## src/rtl/ppi_pkg.sv

```systemverilog
`default_nettype none
// ============================================================================
//  Module      : ppi_pkg
//  Description : Shared constants and types for the clocked parallel
//                peripheral interface (control-word layout, addresses,
//                port C status bit positions, group mode type).
//  Revision    : 1.0  initial release
// ============================================================================
package ppi_pkg;

   // Control-word bit positions
   localparam int CW_FLAG     = 7;   // 1 = mode set, 0 = bit set/reset
   localparam int CW_AMODE_HI = 6;   // group A mode, upper bit (1x reserved)
   localparam int CW_AMODE_LO = 5;   // group A mode, lower bit
   localparam int CW_DIR_PA   = 4;   // 1 = port A input
   localparam int CW_DIR_PCU  = 3;   // 1 = port C upper half input
   localparam int CW_BMODE    = 2;   // group B mode, only 0 is legal
   localparam int CW_DIR_PB   = 1;   // 1 = port B input
   localparam int CW_DIR_PCL  = 0;   // 1 = port C lower half input

   // Group A operating mode
   typedef enum logic {
      MODE0 = 1'b0,
      MODE1 = 1'b1
   } grp_mode_e;

   // Register select addresses
   localparam logic [1:0] A_PA = 2'd0;
   localparam logic [1:0] A_PB = 2'd1;
   localparam logic [1:0] A_PC = 2'd2;
   localparam logic [1:0] A_CW = 2'd3;

   // Control word after reset: all ports input, mode 0
   localparam logic [7:0] CW_RESET_DEFAULT = 8'h9B;

   // Port C bits replaced by handshake status on reads in mode 1
   localparam int PC_INTRA = 3;
   localparam int PC_INTE  = 4;
   localparam int PC_IBFA  = 5;

   // A mode-set word is accepted only with a non-reserved A mode and B mode 0
   function automatic logic mode_word_ok(input logic amode_hi, input logic bmode);
      return !amode_hi && !bmode;
   endfunction

endpackage
`default_nettype wire

```

## src/rtl/ppi_edge_sync.sv

```systemverilog
`default_nettype none
// ============================================================================
//  Module      : ppi_edge_sync
//  Description : Two-flop synchroniser for an asynchronous level plus a
//                single-cycle edge pulse (falling or rising, selectable).
//  Revision    : 1.0  initial release
// ============================================================================
module ppi_edge_sync #(
   parameter logic FALL_EDGE = 1'b1,   // 1 = pulse on fall, 0 = pulse on rise
   parameter logic RESET_VAL = 1'b1    // idle level of the input
)(
   input  logic clk,
   input  logic reset,
   input  logic async_in,
   output logic sync_out,
   output logic edge_pulse
);

   logic r_meta;
   logic r_sync;
   logic r_prev;

   // Synchronise the input and keep one cycle of history for edge detection
   always_ff @(posedge clk) begin
      if (reset) begin
         r_meta <= RESET_VAL;
         r_sync <= RESET_VAL;
         r_prev <= RESET_VAL;
      end else begin
         r_meta <= async_in;
         r_sync <= r_meta;
         r_prev <= r_sync;
      end
   end

   assign sync_out   = r_sync;
   assign edge_pulse = FALL_EDGE ? (r_prev & ~r_sync) : (~r_prev & r_sync);

endmodule
`default_nettype wire

```

## src/rtl/ppi_sync.sv

```systemverilog
`default_nettype none
// ============================================================================
//  Module      : ppi_sync
//  Description : Clocked parallel peripheral interface. Three DW-bit ports
//                (A, B, C split in halves), control-word / BSR programming,
//                mode 0 basic I/O and mode 1 strobed input on port A.
//  Revision    : 1.0  initial release
// ============================================================================
module ppi_sync
   import ppi_pkg::*;
#(
   parameter int         DW       = 8,
   parameter logic [7:0] CW_RESET = CW_RESET_DEFAULT
)(
   input  logic          clk,
   input  logic          reset,
   input  logic          cs,
   input  logic          rd,
   input  logic          wr,
   input  logic [1:0]    a,
   input  logic [DW-1:0] din,
   output logic [DW-1:0] dout,
   output logic          doe,
   input  logic [DW-1:0] pa_i,
   output logic [DW-1:0] pa_o,
   output logic          pa_oe,
   input  logic [DW-1:0] pb_i,
   output logic [DW-1:0] pb_o,
   output logic          pb_oe,
   input  logic [DW-1:0] pc_i,
   output logic [DW-1:0] pc_o,
   output logic [1:0]    pc_oe,
   input  logic          stba_n,
   output logic          ibfa,
   output logic          intra
);

   localparam int HW = DW / 2;
   localparam int IW = $clog2(DW);

   logic          r_wr_q;
   logic          r_rd_q;
   logic [7:0]    r_cw;
   logic [DW-1:0] r_pa_o;
   logic [DW-1:0] r_pb_o;
   logic [DW-1:0] r_pc_o;
   logic [DW-1:0] r_pa_l;
   logic          r_inte;
   logic          r_ibfa;
   logic          r_intra;
   logic [DW-1:0] r_dout;
   logic          r_doe;

   logic          w_stb_sync;
   logic          w_stb_fall;
   logic          w_wr_commit;
   logic          w_rd_done;
   logic          w_rd_active;
   logic          w_rd_pa;
   grp_mode_e     w_mode;
   logic          w_mode1;
   logic [DW-1:0] w_pa_mask;
   logic [DW-1:0] w_pb_mask;
   logic [DW-1:0] w_pc_mask;
   logic [5:0]    w_bsr_idx;
   logic          w_is_cw;
   logic          w_mode_set;
   logic          w_bsr;
   logic          w_bsr_inte;
   logic [DW-1:0] w_pc_bsr;
   logic [DW-1:0] w_pc_rd;
   logic [DW-1:0] w_rd_src;

   ppi_edge_sync #(
      .FALL_EDGE (1'b1),
      .RESET_VAL (1'b1)
   ) u_stba_sync (
      .clk        (clk),
      .reset      (reset),
      .async_in   (stba_n),
      .sync_out   (w_stb_sync),
      .edge_pulse (w_stb_fall)
   );

   // Bus strobe decode: writes commit on WR falling, reads complete on RD rising
   assign w_wr_commit = !cs && !wr && r_wr_q;
   assign w_rd_done   = !cs && rd && !r_rd_q;
   assign w_rd_active = !cs && !rd && wr;
   assign w_rd_pa     = w_rd_done && (a == A_PA);

   assign w_mode  = grp_mode_e'(r_cw[CW_AMODE_LO]);
   assign w_mode1 = (w_mode == MODE1);

   // Masks select the bits currently configured as outputs
   assign w_pa_mask = {DW{!r_cw[CW_DIR_PA]}};
   assign w_pb_mask = {DW{!r_cw[CW_DIR_PB]}};
   assign w_pc_mask = {{(DW-HW){!r_cw[CW_DIR_PCU]}}, {HW{!r_cw[CW_DIR_PCL]}}};

   assign w_bsr_idx  = {din[6:4], din[3:1]};
   assign w_is_cw    = w_wr_commit && (a == A_CW);
   assign w_mode_set = w_is_cw && din[CW_FLAG] &&
                       mode_word_ok(din[CW_AMODE_HI], din[CW_BMODE]);
   assign w_bsr      = w_is_cw && !din[CW_FLAG] && ({1'b0, w_bsr_idx} < 7'(DW));
   assign w_bsr_inte = w_bsr && w_mode1 && (w_bsr_idx == 6'(PC_INTE));

   // Port C latch with the addressed BSR bit replaced
   always_comb begin
      w_pc_bsr = r_pc_o;
      w_pc_bsr[w_bsr_idx[IW-1:0]] = din[0];
   end

   // Read data source for the selected register
   always_comb begin
      w_pc_rd = (r_pc_o & w_pc_mask) | (pc_i & ~w_pc_mask);
      if (w_mode1) begin
         w_pc_rd[PC_INTRA] = r_intra;
         w_pc_rd[PC_INTE]  = r_inte;
         w_pc_rd[PC_IBFA]  = r_ibfa;
      end
      w_rd_src = '0;
      case (a)
         A_PA:    w_rd_src = w_mode1 ? r_pa_l : (r_cw[CW_DIR_PA] ? pa_i : r_pa_o);
         A_PB:    w_rd_src = r_cw[CW_DIR_PB] ? pb_i : r_pb_o;
         A_PC:    w_rd_src = w_pc_rd;
         default: w_rd_src[7:0] = r_cw;
      endcase
   end

   // Registered copies of the strobes for edge qualification
   always_ff @(posedge clk) begin
      if (reset) begin
         r_wr_q <= 1'b0;
         r_rd_q <= 1'b0;
      end else begin
         r_wr_q <= wr;
         r_rd_q <= rd;
      end
   end

   // CPU read data: follows the source while a read is active, holds otherwise
   always_ff @(posedge clk) begin
      if (reset) begin
         r_dout <= '0;
         r_doe  <= 1'b0;
      end else begin
         r_doe <= w_rd_active;
         if (w_rd_active) begin
            r_dout <= w_rd_src;
         end
      end
   end

   // Control word, output latches and INTE programming
   always_ff @(posedge clk) begin
      if (reset) begin
         r_cw   <= CW_RESET;
         r_pa_o <= '0;
         r_pb_o <= '0;
         r_pc_o <= '0;
         r_inte <= 1'b0;
      end else if (w_mode_set) begin
         r_cw   <= din[7:0];
         r_pa_o <= '0;
         r_pb_o <= '0;
         r_pc_o <= '0;
         r_inte <= 1'b0;
      end else if (w_bsr) begin
         if (w_bsr_inte) begin
            r_inte <= din[0];
         end else begin
            r_pc_o <= w_pc_bsr;
         end
      end else if (w_wr_commit) begin
         case (a)
            A_PA: begin
               if (!w_mode1) begin
                  r_pa_o <= (r_pa_o & ~w_pa_mask) | (din & w_pa_mask);
               end
            end
            A_PB:    r_pb_o <= (r_pb_o & ~w_pb_mask) | (din & w_pb_mask);
            A_PC:    r_pc_o <= (r_pc_o & ~w_pc_mask) | (din & w_pc_mask);
            default: ;
         endcase
      end
   end

   // Mode-1 strobed input: an accepted strobe beats a simultaneous read clear
   always_ff @(posedge clk) begin
      if (reset) begin
         r_pa_l  <= '0;
         r_ibfa  <= 1'b0;
         r_intra <= 1'b0;
      end else if (w_mode_set) begin
         r_ibfa  <= 1'b0;
         r_intra <= 1'b0;
      end else if (w_mode1) begin
         if (w_stb_fall && !r_ibfa) begin
            r_pa_l <= pa_i;
            r_ibfa <= 1'b1;
         end else if (w_rd_pa) begin
            r_ibfa <= 1'b0;
         end
         r_intra <= w_rd_pa ? 1'b0 : (r_inte & r_ibfa & w_stb_sync);
      end
   end

   assign dout  = r_dout;
   assign doe   = r_doe;
   assign pa_o  = r_pa_o;
   assign pb_o  = r_pb_o;
   assign pc_o  = r_pc_o;
   assign pa_oe = !r_cw[CW_DIR_PA] && !w_mode1;
   assign pb_oe = !r_cw[CW_DIR_PB];
   assign pc_oe = {!r_cw[CW_DIR_PCU], !r_cw[CW_DIR_PCL]};
   assign ibfa  = r_ibfa;
   assign intra = r_intra;

endmodule
`default_nettype wire

```

## config.mk

```make
export PLATFORM = sky130hd
export DESIGN_NAME = ppi_sync
export DESIGN_NICKNAME = d
export VERILOG_FILES = /design/src/rtl/ppi_pkg.sv /design/src/rtl/ppi_edge_sync.sv /design/src/rtl/ppi_sync.sv
export SDC_FILE = /design/constraint.sdc
export NUM_CORES = 1
export LEC_CHECK = 0
export CAP_MARGIN = 20
export CORE_MARGIN = 10
export CORE_UTILIZATION = 34
export DETAILED_ROUTE_END_ITERATION = 6
export RECOVER_POWER = 100
export SYNTH_ARGS = -nofsm -noshare
export SYNTH_HDL_FRONTEND = slang
export SYNTH_SLANG_ARGS = --single-unit
```

## constraint.sdc

```tcl
create_clock -name clk -period 1.9 [get_ports clk]
set_input_delay 0.285 -clock clk [delete_from_list [all_inputs] [get_ports clk]]
set_output_delay 0.285 -clock clk [all_outputs]
set_load 0.05 [all_outputs]
```

==> impl_metrics.json, run 1 <==
{
  "numCtsBuffers": 9,
  "ctsHoldBuffers": 0,
  "drt_iter0_drc": 167,
  "leakage_nw": 1.89,
  "dr.pass1.iters": 4,
  "synthFlopType": "dfxtp_1",
  "hold_viol_final": 0,
  "wl_um": 9840,
  "synthArstFlopShare_pct": 0,
  "netlist_instances": 335,
  "synth_edf_count": 0,
  "crit_slowest_cell": "clkdlybuf4s50_1",
  "grt_pass1_vias": 2896,
  "fin_total_pwr_mw": 2.73,
  "drtAntennaViolNets": 0,
  "swShare_pct": 24.4,
  "p_int_mw": 2.06,
  "fin_tns_setup_ps": 0,
  "power.density_nw_per_um2": 636,
  "htreeDepth": 3,
  "arrival_ps": 1540,
  "rows": 33,
  "finalCritPeriodShare_pct": 96.1,
  "stdcell_area_um2": 4290,
  "maxCapViolCount": 0,
  "drc_errors": 0,
  "outcome": "finished, final reports clean",
  "rsz0062_at_grt": "no",
  "timing.fmax_mhz": 548,
  "slew_headroom_pct": 58.2,
  "fin_worst_skew_ps": 6.28,
  "cp_max_fo": 4,
  "cts.sinks": 57,
  "period_minus_slack_ps": 1830,
  "place_congestion": 0.909,
  "start_util_pct": 35.4,
  "netlist_area_um2": 2940,
  "seqPwrFrac_pct": 44.6,
  "slew_viol_final": 0,
  "die_h_um": 113,
  "tightest_slew_ps": 630,
  "io_pins": 79,
  "num_vias": 2819,
  "p_sw_mw": 0.666,
  "antenna_found_initial": 0,
  "cts_tree": "yes",
  "vias_per_cell": 5.02,
  "crit_family": "buffers and inverters",
  "p_clk_share_pct": 42.0,
  "dp.final_hpwl_um": 7970,
  "path_clk_slew_ps": 60,
  "num-nets-final": 493,
  "placed_area_um2": 4130,
  "setup_viol": 0,
  "ys_ff_latch": 57,
  "die_w_um": 113,
  "path_cells": "clkdlybuf4s50_1",
  "synth_seq_area_share_pct": 38.8,
  "irDropWorstVdd_mv": 0.308,
  "track_usage_pct": 15.3,
  "io_buffers": 78,
  "dieArea_um2": 12800,
  "core_area_um2": 8300,
  "diodes": 0,
  "root_buffer": "clkbuf_8",
  "syn_nets": 375,
  "avgSynthCellArea_um2": 8.78,
  "max_stage_delay_ps": 830,
  "clock_path_buffers": 2,
  "required_ps": 1620,
  "areaGrowthSynthToFinish_pct": 45.7,
  "routedWlPerCell_um": 17.5,
  "cp.buffers_inverters": 1,
  "grt_overflow": 0,
  "drive_above_1_share_pct": 21.0,
  "endpoint_kind": "output port",
  "grt_pass1_wl_um": 15800,
  "yosys_warnings": 0,
  "synthDistinctLibCells": 45,
  "hold_path_class": "in -> reg",
  "critical_path_class": "reg -> out",
  "clock_latency_ps": 330,
  "grt_max_degree": 19,
  "cp-start-kind": "flop",
  "p_comb_share_pct": 13.5
}
logic make-up after synthesis:
logic type / after synthesis / share of synthesized area, %
AOI/OAI and AO/OA: 60 / 13.4
buffers and inverters: 35 / 5.79
DFF: 57 / 38.8
muxes: 51 / 19.9
and+or+nand+nor: 132 / 22.2
final timing paths:
path	cells after the start	slack, ps	endpoint	from
max	1	70	ibfa	ibfa$_SDFFE_PP0P_
min	3	360	r_wr_q$_SDFF_PP0_	wr
max reg2reg	5	120	r_pa_l[1]$_SDFFE_PP0P_	r_wr_q$_SDFF_PP0_
min reg2reg	1	420	u_stba_sync.sync_out$_SDFF_PP1_	u_stba_sync.r_meta$_SDFF_PP1_
metrics by stage:
step	util (%)	hold slack, ps	instances	setup WS [ps]
finish	51.7	356	562	73.8
global route	51.7	384	562	11.1
floorplan	-	389	335	81.1
global placement	49.7	394	546	-253
CTS	52.1	417	561	55.9
detailed placement	49.7	403	546	-279
cell type report:
| type | instances | area [um^2] |
|---|---|---|
| Inverter | 10 | 37.5 |
| Fill cell | 807 | 4010 |
| Multi-Input combinational cell | 243 | 1640 |
| Tap cell | 105 | 131 |
| Sequential cell | 57 | 1140 |
| Clock buffer | 12 | 155 |
| Timing Repair Buffer | 132 | 1140 |
| Clock inverter | 3 | 40.0 |
synthesized netlist by cell type (2+ instances only):
library cell | n | area share [%]
or2_2 | 5 | 1.1
a211oi_1 | 8 | 2.0
nand3_1 | 5 | 0.85
nor4_4 | 2 | 1.4
clkbuf_1 | 13 | 1.7
dfxtp_1 | 57 | 39
nand2b_1 | 5 | 1.1
nor2b_1 | 5 | 1.1
o21ai_0 | 11 | 1.9
inv_1 | 10 | 1.3
o2111ai_1 | 2 | 0.60
nor3_1 | 9 | 1.5
nand2_1 | 17 | 2.2
a21oi_1 | 16 | 2.7
o211ai_1 | 5 | 1.3
nand4_1 | 2 | 0.43
a221oi_1 | 2 | 0.60
mux2i_1 | 37 | 13
o32ai_1 | 2 | 0.60
nor3b_1 | 2 | 0.51
or3_1 | 2 | 0.43
mux4_2 | 5 | 3.8
nor2_1 | 70 | 8.9
o22ai_1 | 6 | 1.3
mux2_2 | 9 | 3.4
buf_2 | 9 | 1.5
placed cells by master, fill, tap and decap left out, types with 4 or more instances in the layout:
master / n
a211oi_1: 8
a21oi_1: 16
buf_4: 44
clkbuf_1: 12
clkbuf_2: 4
clkbuf_8: 11
clkdlybuf4s50_1: 62
dfxtp_1: 56
dlygate4sd3_1: 6
inv_1: 10
mux2_2: 9
mux2i_1: 37
mux4_2: 5
nand2_1: 17
nand2b_1: 5
nand3_1: 5
nor2_1: 70
nor2b_1: 5
nor3_1: 9
o211ai_1: 5
o21ai_0: 11
o22ai_1: 6
or2_2: 5
per-layer routing:
metal,up-vias,global-route usage (%),wire length (um)
met2,74,24.3,4550
met4,0,2.03,72
met1,1322,20.1,4560
met3,7,4.97,649
met5,-,0,0
li1,1416,-,-
power groups by stage:
stage / Combinational [mW] / Sequential (mW) / Clock (mW)
2_1_floorplan: 0.134 / 1.27 / 0
3_3_place_gp: 0.372 / 1.24 / 0
3_5_place_dp: 0.373 / 1.24 / 0
4_1_cts: 0.374 / 1.22 / 1.15
5_1_grt: 0.398 / 1.22 / 1.21
6_report: 0.368 / 1.22 / 1.14
what timing repair did:
| action | in CTS | in global routing |
|---|---|---|
| buffers inserted | 0 | 1 |
| resized for setup | 0 | 4 |
| endpoints found under the setup margin | 0 | 9 |
No activity file was read; power rests on OpenSTA's default activity.
==> run 2: changes to the inputs <==
- CORE_UTILIZATION: 34 -> 45
- PLACE_DENSITY: unset -> 0.75
- SETUP_SLACK_MARGIN: unset -> 0.05
==> impl_metrics.json, run 2 (same netlist as run 1, synthesis figures left out) <==
{
  "slew_viol_final": 0,
  "seqPwrFrac_pct": 43.4,
  "ctsHoldBuffers": 0,
  "vias_per_cell": 5.67,
  "io_pins": 79,
  "die_w_um": 101,
  "io_buffers": 78,
  "grt_pass1_wl_um": 15400,
  "cp-start-kind": "flop",
  "root_buffer": "clkbuf_8",
  "r2r_start": "r_wr_q$_SDFF_PP0_",
  "drtAntennaViolNets": 0,
  "irDropWorstVdd_mv": 0.573,
  "hold_viol_final": 0,
  "diodes": 0,
  "arrival_ps": 2080,
  "cts_tree": "yes",
  "fin_tns_setup_ps": 0,
  "cp_max_fo": 5,
  "hold_path_class": "in -> reg",
  "ff2ff_setup_slack_ps": 50,
  "regArea_um2": 1140,
  "endpoint_kind": "flop",
  "start_util_pct": 46.3,
  "p_comb_share_pct": 13.8,
  "power.density_nw_per_um2": 646,
  "maxCapViolCount": 0,
  "rsz0062_at_grt": "yes",
  "dieArea_um2": 10200,
  "slew_headroom_pct": 57.8,
  "drive_above_1_share_pct": 24.1,
  "routedWlPerCell_um": 18.9,
  "dp.final_hpwl_um": 7740,
  "critical_path_class": "reg -> reg",
  "numCtsBuffers": 9,
  "antenna_found_initial": 0,
  "multi_input_area_um2": 1680,
  "fin_worst_skew_ps": 8.68,
  "dr.pass1.iters": 5,
  "reg2regPathDepth": 6,
  "layout_common_cells": "nor2_1, clkdlybuf4s50_1, dfxtp_1, buf_4, mux2i_1",
  "p_clk_share_pct": 42.7,
  "rows": 29,
  "cts.sinks": 57,
  "swShare_pct": 24.2,
  "crit_start": "r_wr_q$_SDFF_PP0_",
  "timing.fmax_mhz": 540,
  "outcome": "finished, final reports clean",
  "final_cells": 537,
  "path_clk_slew_ps": 60,
  "num-nets-final": 495,
  "track_usage_pct": 19.1,
  "period_minus_slack_ps": 1850,
  "p_int_mw": 2.12,
  "htreeDepth": 3,
  "num_vias": 3043,
  "clock_path_buffers": 2,
  "p_sw_mw": 0.678,
  "clock_latency_ps": 340,
  "grt_max_degree": 20,
  "grt_overflow": 0,
  "required_ps": 2130,
  "areaGrowthSynthToFinish_pct": 47.4,
  "leakage_nw": 1.93,
  "core_area_um2": 6350,
  "place_congestion": 0.953,
  "finalCritPeriodShare_pct": 97.4,
  "tightest_slew_ps": 636,
  "grt_pass1_vias": 3024,
  "dp_cells": 518,
  "setup_viol": 0,
  "fill_cells": 517,
  "drc_errors": 0,
  "drt_iter0_drc": 211,
  "wl_um": 10100,
  "final_common_cell": "nor2_1",
  "die_h_um": 101
}
run 2: cell count changes in the layout (fill, tap and decap cells not counted), moves of 3 or more:
cell and delta:
nor2_4 +3, clkbuf_1 +5, clkbuf_2 -3, clkdlybuf4s50_1 -6, dlygate4sd3_1 -5, buf_4 +8, nor2_1 -5
run 2: area by class of cell:
cell class | count | share of cell area [%]
Clock inverter | 2 | 0.808
Clock buffer | 14 | 3.98
Timing Repair Buffer | 134 | 27.1
Inverter | 10 | 0.866
Tap cell | 77 | 2.22
Sequential cell | 57 | 26.4
Multi-Input combinational cell | 243 | 38.6
run 2: how the worst min path moves through the flow:
stage / startpoint / end / slack [ps] / depth (start not counted)
floorplan: stba_n / u_stba_sync.r_meta$_SDFF_PP1_ / 390 / 1
global placement: u_stba_sync.r_meta$_SDFF_PP1_ / u_stba_sync.sync_out$_SDFF_PP1_ / 400 / 1
detailed placement: u_stba_sync.r_meta$_SDFF_PP1_ / u_stba_sync.sync_out$_SDFF_PP1_ / 400 / 1
CTS: u_stba_sync.r_meta$_SDFF_PP1_ / u_stba_sync.sync_out$_SDFF_PP1_ / 420 / 1
global route: wr / r_wr_q$_SDFF_PP0_ / 370 / 3
finish: wr / r_wr_q$_SDFF_PP0_ / 340 / 3
run 2: metrics by stage:
stage	power, mW	hold WS (ps)	util (%)	cell area (um^2)	setup WS [ps]
after floorplan	1.41	389	-	2940	81.1
after CTS	2.79	420	68.0	4320	50.1
after global placement	1.60	404	64.8	4110	-268
after detailed placement	1.61	403	64.8	4110	-292
after global routing	2.88	372	68.3	4340	-7.62
final	2.80	337	68.3	4340	49.2
run 2: repair_timing:
action                                  in CTS  in global routing
gates cloned                                 0                  2
setup buffers                                0                  1
endpoints found under the setup margin       2                 54
pin swaps                                    0                  4
gates resized for setup                      2                 29
run 2: routing by layer:
| metal | track usage (%) | routed length [um] | vias to the layer above |
|---|---|---|---|
| met2 | 31.7 | 4910 | 140 |
| met3 | 5.62 | 836 | 25 |
| met5 | 0 | 0 | - |
| met1 | 23.0 | 4120 | 1452 |
| met4 | 6.41 | 259 | 0 |
| li1 | - | - | 1426 |
run 2: critical path, stage by stage, from the launching register on:
cell       delay [ps]
dfxtp_2           320
or3b_4            450
nor4_4            370
buf_4             180
or2_4             190
clkbuf_16         190
nor2_1             50
run 2: power groups by stage:
stage	Combinational, mW	Clock (mW)	Sequential, mW
floorplan	0.134	0	1.27
global placement	0.363	0	1.24
detailed placement	0.368	0	1.24
CTS	0.369	1.20	1.22
global route	0.410	1.26	1.22
finish	0.388	1.20	1.22
